### src/rtl/jesd_link_pkg.sv
// rtl/jesd_link_pkg.sv - JESD204B link controller encodings and K-characters
package jesd_link_pkg;

  typedef enum logic [1:0] {
    ST_CGS  = 2'd0,
    ST_ILAS = 2'd1,
    ST_DATA = 2'd2
  } link_state_t;

  localparam logic [1:0] LANE_CGS  = 2'd0;
  localparam logic [1:0] LANE_ILAS = 2'd1;
  localparam logic [1:0] LANE_DATA = 2'd2;

  localparam logic [7:0] K28_5 = 8'hBC;
  localparam logic [7:0] K28_0 = 8'h1C;
  localparam logic [7:0] K28_3 = 8'h7C;
  localparam logic [7:0] K28_4 = 8'h9C;

endpackage

### src/rtl/jesd_ilas_gen.sv
// rtl/jesd_ilas_gen.sv - ILAS control octet and K-flag generation for one frame
module jesd_ilas_gen
  import jesd_link_pkg::*;
#(
  parameter int F  = 2,
  parameter int K  = 16,
  parameter int CW = 4,
  parameter int MW = 2
) (
  input  logic [MW-1:0]  mf,
  input  logic [CW-1:0]  lmfc_cnt,
  input  logic [111:0]   cfg_data,
  output logic [F*8-1:0] octets,
  output logic [F-1:0]   k
);

  localparam logic [7:0] LAST_IDX = 8'(F*K-1);

  // Returns {k_flag, octet} for multiframe octet index i.
  function automatic logic [8:0] ilas_octet(input logic [7:0] i, input logic mf_one,
                                            input logic [111:0] cfg);
    logic [6:0]   off;
    logic [111:0] sh;
    off = {i[3:0] - 4'd2, 3'b000};
    sh  = cfg >> off;
    if (i == 8'd0)
      return {1'b1, K28_0};
    else if (i == LAST_IDX)
      return {1'b1, K28_3};
    else if (mf_one && i == 8'd1)
      return {1'b1, K28_4};
    else if (mf_one && i >= 8'd2 && i <= 8'd15)
      return {1'b0, sh[7:0]};
    else
      return {1'b0, i};
  endfunction

  logic mf_one;
  assign mf_one = (mf == MW'(1));

  for (genvar j = 0; j < F; j++) begin : g_oct
    logic [7:0] idx;
    logic [8:0] res;
    assign idx = 8'(lmfc_cnt) * 8'(F) + 8'(j);
    assign res = ilas_octet(idx, mf_one, cfg_data);
    assign octets[8*j +: 8] = res[7:0];
    assign k[j] = res[8];
  end

endmodule

### src/rtl/jesd_link_ctrl.sv
// rtl/jesd_link_ctrl.sv - JESD204B transmit link controller: CGS, ILAS and DATA sequencing
module jesd_link_ctrl
  import jesd_link_pkg::*;
#(
  parameter int F        = 2,
  parameter int K        = 16,
  parameter int ILAS_MF  = 4,
  parameter int SYNC_ERR = 4,
  localparam int CW = (K > 1) ? $clog2(K) : 1
) (
  input  logic           clock,
  input  logic           reset,
  input  logic           sync_n,
  input  logic [111:0]   cfg_data,
  output logic [1:0]     lane_sel,
  output logic [F*8-1:0] ctrl_octets,
  output logic [F-1:0]   ctrl_k,
  output logic [CW-1:0]  lmfc_cnt,
  output logic           lmfc_tick,
  output logic           tx_ready,
  output logic           link_up,
  output logic [7:0]     resync_cnt
);

  localparam int MW = (ILAS_MF > 1) ? $clog2(ILAS_MF) : 1;
  localparam int EW = $clog2(SYNC_ERR + 1);

  link_state_t   state;
  logic          sync_q;
  logic [MW-1:0] mf;
  logic [EW-1:0] err_cnt;
  logic          lmfc_last;
  logic          mf_last;

  assign lmfc_last = (lmfc_cnt == CW'(K-1));
  assign mf_last   = (mf == MW'(ILAS_MF-1));

  always_ff @(posedge clock) begin
    if (!reset) begin
      state      <= ST_CGS;
      sync_q     <= 1'b0;
      lmfc_cnt   <= '0;
      mf         <= '0;
      err_cnt    <= '0;
      resync_cnt <= 8'd0;
    end else begin
      sync_q   <= sync_n;
      lmfc_cnt <= lmfc_last ? '0 : lmfc_cnt + CW'(1);
      unique case (state)
        ST_CGS: begin
          err_cnt <= '0;
          // Enter ILAS on a multiframe boundary so ILAS frame 0 lines up with LMFC 0.
          if (lmfc_last && sync_q) begin
            state <= ST_ILAS;
            mf    <= '0;
          end
        end
        ST_ILAS: begin
          err_cnt <= '0;
          if (!sync_q) begin
            state <= ST_CGS;
            mf    <= '0;
          end else if (lmfc_last) begin
            if (mf_last) begin
              state <= ST_DATA;
              mf    <= '0;
            end else begin
              mf <= mf + MW'(1);
            end
          end
        end
        ST_DATA: begin
          if (sync_q) begin
            err_cnt <= '0;
          end else if (err_cnt == EW'(SYNC_ERR-1)) begin
            state   <= ST_CGS;
            err_cnt <= '0;
            if (resync_cnt != 8'hFF) resync_cnt <= resync_cnt + 8'd1;
          end else begin
            err_cnt <= err_cnt + EW'(1);
          end
        end
        default: begin
          state   <= ST_CGS;
          mf      <= '0;
          err_cnt <= '0;
        end
      endcase
    end
  end

  logic [F*8-1:0] ilas_octets;
  logic [F-1:0]   ilas_k;

  jesd_ilas_gen #(
    .F  (F),
    .K  (K),
    .CW (CW),
    .MW (MW)
  ) u_ilas_gen (
    .mf       (mf),
    .lmfc_cnt (lmfc_cnt),
    .cfg_data (cfg_data),
    .octets   (ilas_octets),
    .k        (ilas_k)
  );

  assign lmfc_tick = (lmfc_cnt == '0);

  always_comb begin
    lane_sel    = LANE_CGS;
    ctrl_octets = {F{K28_5}};
    ctrl_k      = '1;
    tx_ready    = 1'b0;
    link_up     = 1'b0;
    unique case (state)
      ST_ILAS: begin
        lane_sel    = LANE_ILAS;
        ctrl_octets = ilas_octets;
        ctrl_k      = ilas_k;
        // Raised one frame early so transport samples are valid on the first DATA frame.
        tx_ready    = mf_last && lmfc_last;
      end
      ST_DATA: begin
        lane_sel    = LANE_DATA;
        ctrl_octets = '0;
        ctrl_k      = '0;
        tx_ready    = 1'b1;
        link_up     = 1'b1;
      end
      default: begin
        lane_sel = LANE_CGS;
      end
    endcase
  end

endmodule

### config.mk
export PLATFORM = sky130hd
export DESIGN_NAME = jesd_link_ctrl
export DESIGN_NICKNAME = d
export VERILOG_FILES = /design/src/rtl/jesd_link_pkg.sv /design/src/rtl/jesd_ilas_gen.sv /design/src/rtl/jesd_link_ctrl.sv
export SDC_FILE = /design/constraint.sdc
export NUM_CORES = 1
export LEC_CHECK = 0
export BUFFER_PORTS_ARGS = -buffer_cell sky130_fd_sc_hd__buf_4
export CORE_MARGIN = 4
export CORE_UTILIZATION = 43
export CTS_CLUSTER_DIAMETER = 40
export DETAILED_ROUTE_END_ITERATION = 10
export GPL_TIMING_DRIVEN = 0
export PLACE_DENSITY = 0.86
export SYNTH_ARGS = -nofsm -noshare
export SYNTH_HDL_FRONTEND = slang
export SYNTH_SLANG_ARGS = --single-unit
### constraint.sdc
create_clock -name clock -period 3.7 [get_ports clock]
set_input_delay 0.37 -clock clock [delete_from_list [all_inputs] [get_ports clock]]
set_output_delay 0.37 -clock clock [all_outputs]
set_load 0.005 [all_outputs]
==> results of run 1 <==
-- power groups by stage --
stage | Clock, mW | Sequential, mW | Combinational, mW
after global placement | 0 | 0.229 | 0.344
final | 0.215 | 0.224 | 0.362
after detailed placement | 0 | 0.229 | 0.352
after CTS | 0.217 | 0.224 | 0.357
after floorplan | 0 | 0.228 | 0.208
after global routing | 0.228 | 0.225 | 0.388
-- cell families (layout without fill, tap and decap cells) --
family                     count (synthesis)  after routing  share of synthesized area
xor gates and xnor gates                   8              8                    0.03414
and+or+nand+nor                           94             94                     0.2048
AOI/OAI and AO/OA                         53             53                     0.1795
buffers and inverters                     29            182                    0.05892
adders and majority gates                 13             13                    0.07159
muxes                                     41             41                     0.2748
DFF                                       20             20                     0.1762
-- flip-flops by register name, indices dropped and copies added, names as in the netlist --
name and count:
err_cnt 3, lmfc_cnt 4, mf 2, resync_cnt 8, state 2, sync_q 1
-- layout make-up --
cell class	instances	area share
Inverter	11	0.01155
Buffer	18	0.03079
Tap cell	70	0.02449
Clock buffer	3	0.01155
Clock inverter	1	0.008397
Sequential cell	20	0.1123
Timing Repair Buffer	149	0.3128
Multi-Input combinational cell	209	0.4881
-- path summary, 6_finish.rpt --
kind / to / cells past startpoint / start
hold reg to reg: err_cnt[0] / 1 / err_cnt[0]
hold / removal: sync_q / 2 / sync_n
setup / recovery: ctrl_octets[8] / 12 / lmfc_cnt[0]
setup reg to reg: lmfc_cnt[1] / 9 / lmfc_cnt[0]
-- cell usage after synthesis, types with 2 or more instances --
| master | number | area, um^2 |
|---|---|---|
| and3b_1 | 2 | 17.52 |
| a31oi_1 | 3 | 18.77 |
| mux4_2 | 16 | 360.4 |
| buf_4 | 2 | 15.01 |
| mux2i_1 | 14 | 140.1 |
| or4_1 | 2 | 15.01 |
| nand2_1 | 15 | 56.30 |
| a311oi_1 | 2 | 17.52 |
| o211ai_1 | 4 | 30.03 |
| mux2_2 | 11 | 123.9 |
| or3_1 | 2 | 12.51 |
| o311a_1 | 3 | 30.03 |
| nand2b_1 | 5 | 31.28 |
| ha_1 | 13 | 162.7 |
| buf_2 | 8 | 40.04 |
| and2_1 | 2 | 12.51 |
| nor3_1 | 6 | 30.03 |
| a21oi_1 | 6 | 30.03 |
| xnor2_1 | 4 | 35.03 |
| dfxtp_1 | 20 | 400.4 |
| nand3_1 | 5 | 25.02 |
| and3_1 | 7 | 43.79 |
| a221oi_1 | 11 | 96.34 |
| clkbuf_1 | 6 | 22.52 |
| o21a_1 | 4 | 30.03 |
| xor2_1 | 3 | 26.28 |
| nand4_1 | 3 | 18.77 |
| o21ai_0 | 5 | 25.02 |
| inv_1 | 11 | 41.29 |
| o32ai_1 | 6 | 52.55 |
| nor2_1 | 35 | 131.4 |
| a211oi_1 | 2 | 15.01 |
| nor2b_1 | 7 | 43.79 |
-- metal layers --
metal | vias to the layer above | GRT usage | part of all wire
li1 | 1292 | - | -
met1 | 1327 | 0.2850 | 0.36
met2 | 139 | 0.4685 | 0.52
met3 | 20 | 0.05269 | 0.093
met4 | 0 | 0.07095 | 0.021
met5 | - | 0 | 0
-- stage by stage --
step	setup TNS [ns]	hold WS, ns	util	std cells
after floorplan	0	0.3991	-	258
after global placement	-0.03886	0.4071	0.6810	477
after detailed placement	-0.1850	0.4168	0.6810	477
after CTS	0	0.3208	0.6984	481
after global routing	0	0.3167	0.7001	481
final	0	0.3233	0.7001	481
-- worst reg2reg max path, stage by stage, from the launching register on --
cell	delay, ns
dfxtp_2	0.38
buf_6	0.19
buf_6	0.20
buf_4	0.20
inv_1	0.11
ha_1	0.29
buf_2	0.19
buf_2	0.30
inv_1	0.20
nor3_1	0.19
-- timing repair --
action / CTS / global route
gates resized for setup: 5 / 5
setup endpoints to repair: 16 / 10
pin swaps: 0 / 0
==> summary.md, run 1 <==
| Metric | Value |
|---|---|
| Final Max Slew Viols | `0` |
| WP data arrival | `3.13 ns` |
| Share of cells above drive strength 1 | `0.4769` |
| Max cap viols | `0` |
| Startpoint Class | `register` |
| Mapped Cells | `258` |
| Fin crit share | `0.9464` |
| Die W | `80.69 um` |
| Worst EP required | `3.33 ns` |
| RSZ-0062 raised after global routing | `false` |
| Fin nets | `540` |
| Cell Area, Synth | `0.002272 mm^2` |
| Top FF cell, synth | `dfxtp_1` |
| Worst-Skew Late Latency | `0.26 ns` |
| Postcts setup bufs | `0` |
| Drt pass-1 iters | `4` |
| Kind of end point of the critical path | `output port` |
| Pre-CTS WS | `-0.08712 ns` |
| DR iter-0 viols | `174` |
| Initial antenna violation count | `0` |
| Total gr overflow | `0` |
| Leakage power | `1.642 nW` |
| Reg area | `401.6 um^2` |
| CTS buffer count | `3` |
| P_sw | `228.7 uW` |
| PnR worst setup slack | `0.1982 ns` |
| Fmax | `285.6 MHz` |
| H-tree levels | `1` |
| Crit path largest cell delay | `0.38 ns` |
| Synth warnings | `0` |
| Worst-path clk slew | `0.08 ns` |
| FILL cells | `408` |
| Area delta synth->final | `57.38%` |
| Final weighted congestion in routability-driven placement | `0.9972` |
| Vias in the first global route | `2,682` |
| Multi-input logic area | `0.001745 mm^2` |
| Worst Setup Path Type | `reg2out` |
| Final min period | `3.502 ns` |
| DRT Wirelength | `8686 um` |
| Site row count | `26` |
| CTS max path bufs | `2` |
| Post-route design area | `0.003576 mm^2` |
| Worst Skew | `0.008326 ns` |
| Status | `finished clean` |
| Vias per cell | `5.775` |
| Die area | `0.006511 mm^2` |
| Logic pwr share | `0.451` |
| Post-synth EDFFs | `0` |
| Core area | `0.005107 mm^2` |
| IO Pins | `150` |
| Total Power | `801.1 uW` |
| Syn avg cell area | `8.807 um^2` |
| Die Span Y | `80.69 um` |
| First-pass GRT wire length | `12,900 um` |
| Initial Util | `0.4449` |
| Hold Buf Count CTS | `0` |
| Sw frac | `0.2855` |
| Sequential power share | `0.280` |
| Slew margin rel. | `0.5836` |
| FFs w/ async S/R, synth | `0` |
| Critical path's slowest cell | `dfxtp_2` |
| R2R Setup Slk | `1.37 ns` |
| Endpoints failing setup | `0` |
| Worst Hold Class | `in2reg` |
| Commonest cells after routing, fill and taps aside | `151 x buf_4, 35 x nor2_1, 19 x dfxtp_1` |
| Power per Cell Area | `224.0 mW/mm^2` |
| Post-Synthesis Net Count | `386` |
| Crit-path cells | `buf_6, buf_6, buf_4, inv_1, ha_1, buf_2, clkbuf_4, mux2_2, a221oi_1, o21ai_0, and3_1, buf_4` |
| Residual DRC | `0` |
| DP HPWL | `7255 um` |
| Top delay family on crit path | `buffers and inverters` |
| CTS Root Cell | `clkbuf_8` |
| Total track usage | `0.2513` |
| WP buf/inv | `7` |
| Clock group share of total power | `0.269` |
| Tightest Pin Transition | `0.6181 ns` |
| Post-route ant nets | `0` |
| Antenna diodes | `0` |
| Cell variety after synth | `46` |
| CTS tree | `yes` |
| Synthesized flop and latch total | `20` |
| Commonest non-fill, non-tap cell in the layout | `buf_4` |
| Via Count | `2,778` |
| Max VDD drop | `0.2845 mV` |
| Dpl cell area | `0.003478 mm^2` |
| Pint | `572.4 uW` |
| Hold Violations, Final | `0` |
| Seq/Total Area, Yosys | `0.1762` |
| Pin count of the biggest net entering global routing | `13` |
| CP Max Fanout | `10` |
| Sink Count | `20` |
| Port bufs | `149` |
| Routed len/inst | `18.06 um` |
No activity file was read; power rests on OpenSTA's default activity.
==> run 2: changes to the inputs <==
CORE_UTILIZATION = 37   (was 43)
HOLD_SLACK_MARGIN = 0.15   (was not set)
PLACE_DENSITY = 0.76   (was 0.86)
clock period = 4.1 ns   (was 3.7 ns; I/O delays follow)
==> summary.md, run 2 (synthesis results as in run 1) <==
| Metric | Value |
|---|---|
| Status | `finished clean (unchanged)` |
| Total gr overflow | `0 (unchanged)` |
| Commonest non-fill, non-tap cell in the layout | `buf_4 (unchanged)` |
| Fin crit share | `0.9270` |
| Area delta synth->final | `55.89% (was 57.38%)` |
| Core area | `0.005956 mm^2 (was 0.005107 mm^2)` |
| Worst Hold Class | `in2reg (unchanged)` |
| H-tree levels | `1 (unchanged)` |
| Power per Cell Area | `185.5 mW/mm^2 (was 224.0 mW/mm^2)` |
| Final weighted congestion in routability-driven placement | `0.8245 (was 0.9972)` |
| Worst-Skew Late Latency | `0.26 ns (about the same)` |
| Max cap viols | `0 (unchanged)` |
| Share of cells above drive strength 1 | `0.4732 (was 0.4769)` |
| Final Max Slew Viols | `0 (unchanged)` |
| RSZ-0062 raised after global routing | `false (unchanged)` |
| Worst-path clk slew | `0.07 ns (was 0.08 ns)` |
| Pin count of the biggest net entering global routing | `11 (was 13)` |
| Routed len/inst | `17.29 um (was 18.06 um)` |
| Kind of end point of the critical path | `output port (unchanged)` |
| Via Count | `2,686 (was 2,778)` |
| Startpoint Class | `register (unchanged)` |
| Die area | `0.007459 mm^2 (was 0.006511 mm^2)` |
| Initial antenna violation count | `0 (unchanged)` |
| IO Pins | `150 (unchanged)` |
| Vias in the first global route | `2,588 (was 2,682)` |
| DR iter-0 viols | `163 (was 174)` |
| WP data arrival | `3.39 ns (was 3.13 ns)` |
| Fin nets | `540 (unchanged)` |
| Commonest cells after routing, fill and taps aside | `151 x buf_4, 35 x nor2_1, 20 x dfxtp_1 (was 151 x buf_4, 35 x nor2_1, 19 x dfxtp_1)` |
| Regs by FF count | `resync_cnt x8, lmfc_cnt x4, err_cnt x3 (unchanged)` |
| FF-to-FF Start | `lmfc_cnt[0] (unchanged)` |
| Worst Skew | `0.006802 ns (was 0.008326 ns)` |
| Largest register FFs | `8 (unchanged)` |
| CTS max path bufs | `2 (unchanged)` |
| Worst Setup Path Type | `reg2out (unchanged)` |
| Max VDD drop | `0.1249 mV (was 0.2845 mV)` |
| Post-route ant nets | `0 (unchanged)` |
| FILL cells | `564 (was 408)` |
| Fmax | `263.1 MHz` |
| Total track usage | `0.2084 (was 0.2513)` |
| Port bufs | `149 (unchanged)` |
| Initial Util | `0.3815 (was 0.4449)` |
| Final min period | `3.801 ns` |
| Die Span Y | `86.37 um (was 80.69 um)` |
| Endpoints failing setup | `0 (unchanged)` |
| DP HPWL | `6943 um (was 7255 um)` |
| Vias per cell | `5.538 (was 5.775)` |
| CTS Root Cell | `clkbuf_8 (unchanged)` |
| Drt pass-1 iters | `4 (unchanged)` |
| CTS tree | `yes (unchanged)` |
| Fin Setup TNS | `0 ns (unchanged)` |
| Crit path from | `lmfc_cnt[0] (unchanged)` |
| Residual DRC | `0 (unchanged)` |
| Die W | `86.37 um (was 80.69 um)` |
| Min-delay src | `sync_n (unchanged)` |
| Biggest register | `resync_cnt (unchanged)` |
| WHS | `0.3712 ns (was 0.3233 ns)` |
| Tightest Pin Transition | `0.6034 ns (was 0.6181 ns)` |
| Reg area | `400.4 um^2 (was 401.6 um^2)` |
| Hold Buf Count CTS | `0 (unchanged)` |
| Antenna diodes | `0 (unchanged)` |
| Postcts setup bufs | `0 (unchanged)` |
| First-pass GRT wire length | `12,720 um (was 12,900 um)` |
| CP Max Fanout | `10 (unchanged)` |
| Utilization after layout | `0.5947 (was 0.7001)` |
| Sink Count | `20 (unchanged)` |
| Site row count | `28 (was 26)` |
| Slew margin rel. | `0.5935 (was 0.5836)` |
| Hold Violations, Final | `0 (unchanged)` |
| Multi-input logic area | `0.001745 mm^2 (unchanged)` |
| Leakage power | `1.626 nW (was 1.642 nW)` |
| DRT Wirelength | `8384 um (was 8686 um)` |
| CTS buffer count | `3 (unchanged)` |
| Worst EP required | `3.69 ns (was 3.33 ns)` |
## run 2: changes by cell type in the layout (fill, tap and decap cells not counted)
cell,before,now
bufinv_16,1,0
dfxtp_1,19,20
clkbuf_4,1,0
dfxtp_2,1,0
buf_6,3,2
buf_2,6,8
## run 2: worst paths after layout
check | slack (ns) | cells past startpoint | endpoint
max | 0.30 | 12 | ctrl_octets[8]
min | 0.37 | 2 | sync_q
max reg2reg | 1.49 | 9 | lmfc_cnt[1]
min reg2reg | 0.43 | 1 | err_cnt[0]
## run 2: worst max-delay path, cell delays in order (launching register included)
cell and delay (ns):
dfxtp_1 0.44, buf_6 0.22, buf_4 0.25, buf_2 0.27, inv_1 0.12, ha_1 0.29
buf_2 0.20, buf_2 0.29, mux2_2 0.36, a221oi_1 0.25, o21ai_0 0.10, and3_1 0.19
buf_4 0.13
## run 2: area by class of cell
class / count / share of cell area
buffer: 18 / 0.02861
inverter: 11 / 0.01166
clock buffer: 3 / 0.01166
sequential: 20 / 0.1130
tap: 75 / 0.02649
timing repair buffer: 149 / 0.3158
multi-input combinational: 209 / 0.4928
## run 2: power breakdown
group	total, mW	switching, mW	internal, mW
Clock	0.130	0.0645	0.0655
Sequential	0.203	0.00568	0.197
Combinational	0.324	0.137	0.187
## run 2: what timing repair did
item / CTS / global route
resized for setup: 2 / 5
endpoints found under the setup margin: 6 / 12
cloned: 0 / 0
## run 2: stage by stage
stage                     cells  total power [mW]  worst slack [ns]  area [um^2]
after global placement      482            0.5226            0.1718         3485
after floorplan             258            0.3931            0.9413         2272
after global routing        485            0.6929           0.03415         3542
final                       485            0.6572            0.2994         3542
after detailed placement    482            0.5279            0.1770         3485
after CTS                   485            0.6596           0.03892         3535
## run 2: metal layers
| metal | wire (um) | global-route usage |
|---|---|---|
| met5 | 0 | 0 |
| met4 | 110 | 0.04391 |
| met3 | 714 | 0.03137 |
| met2 | 4121 | 0.3734 |
| met1 | 3438 | 0.2637 |
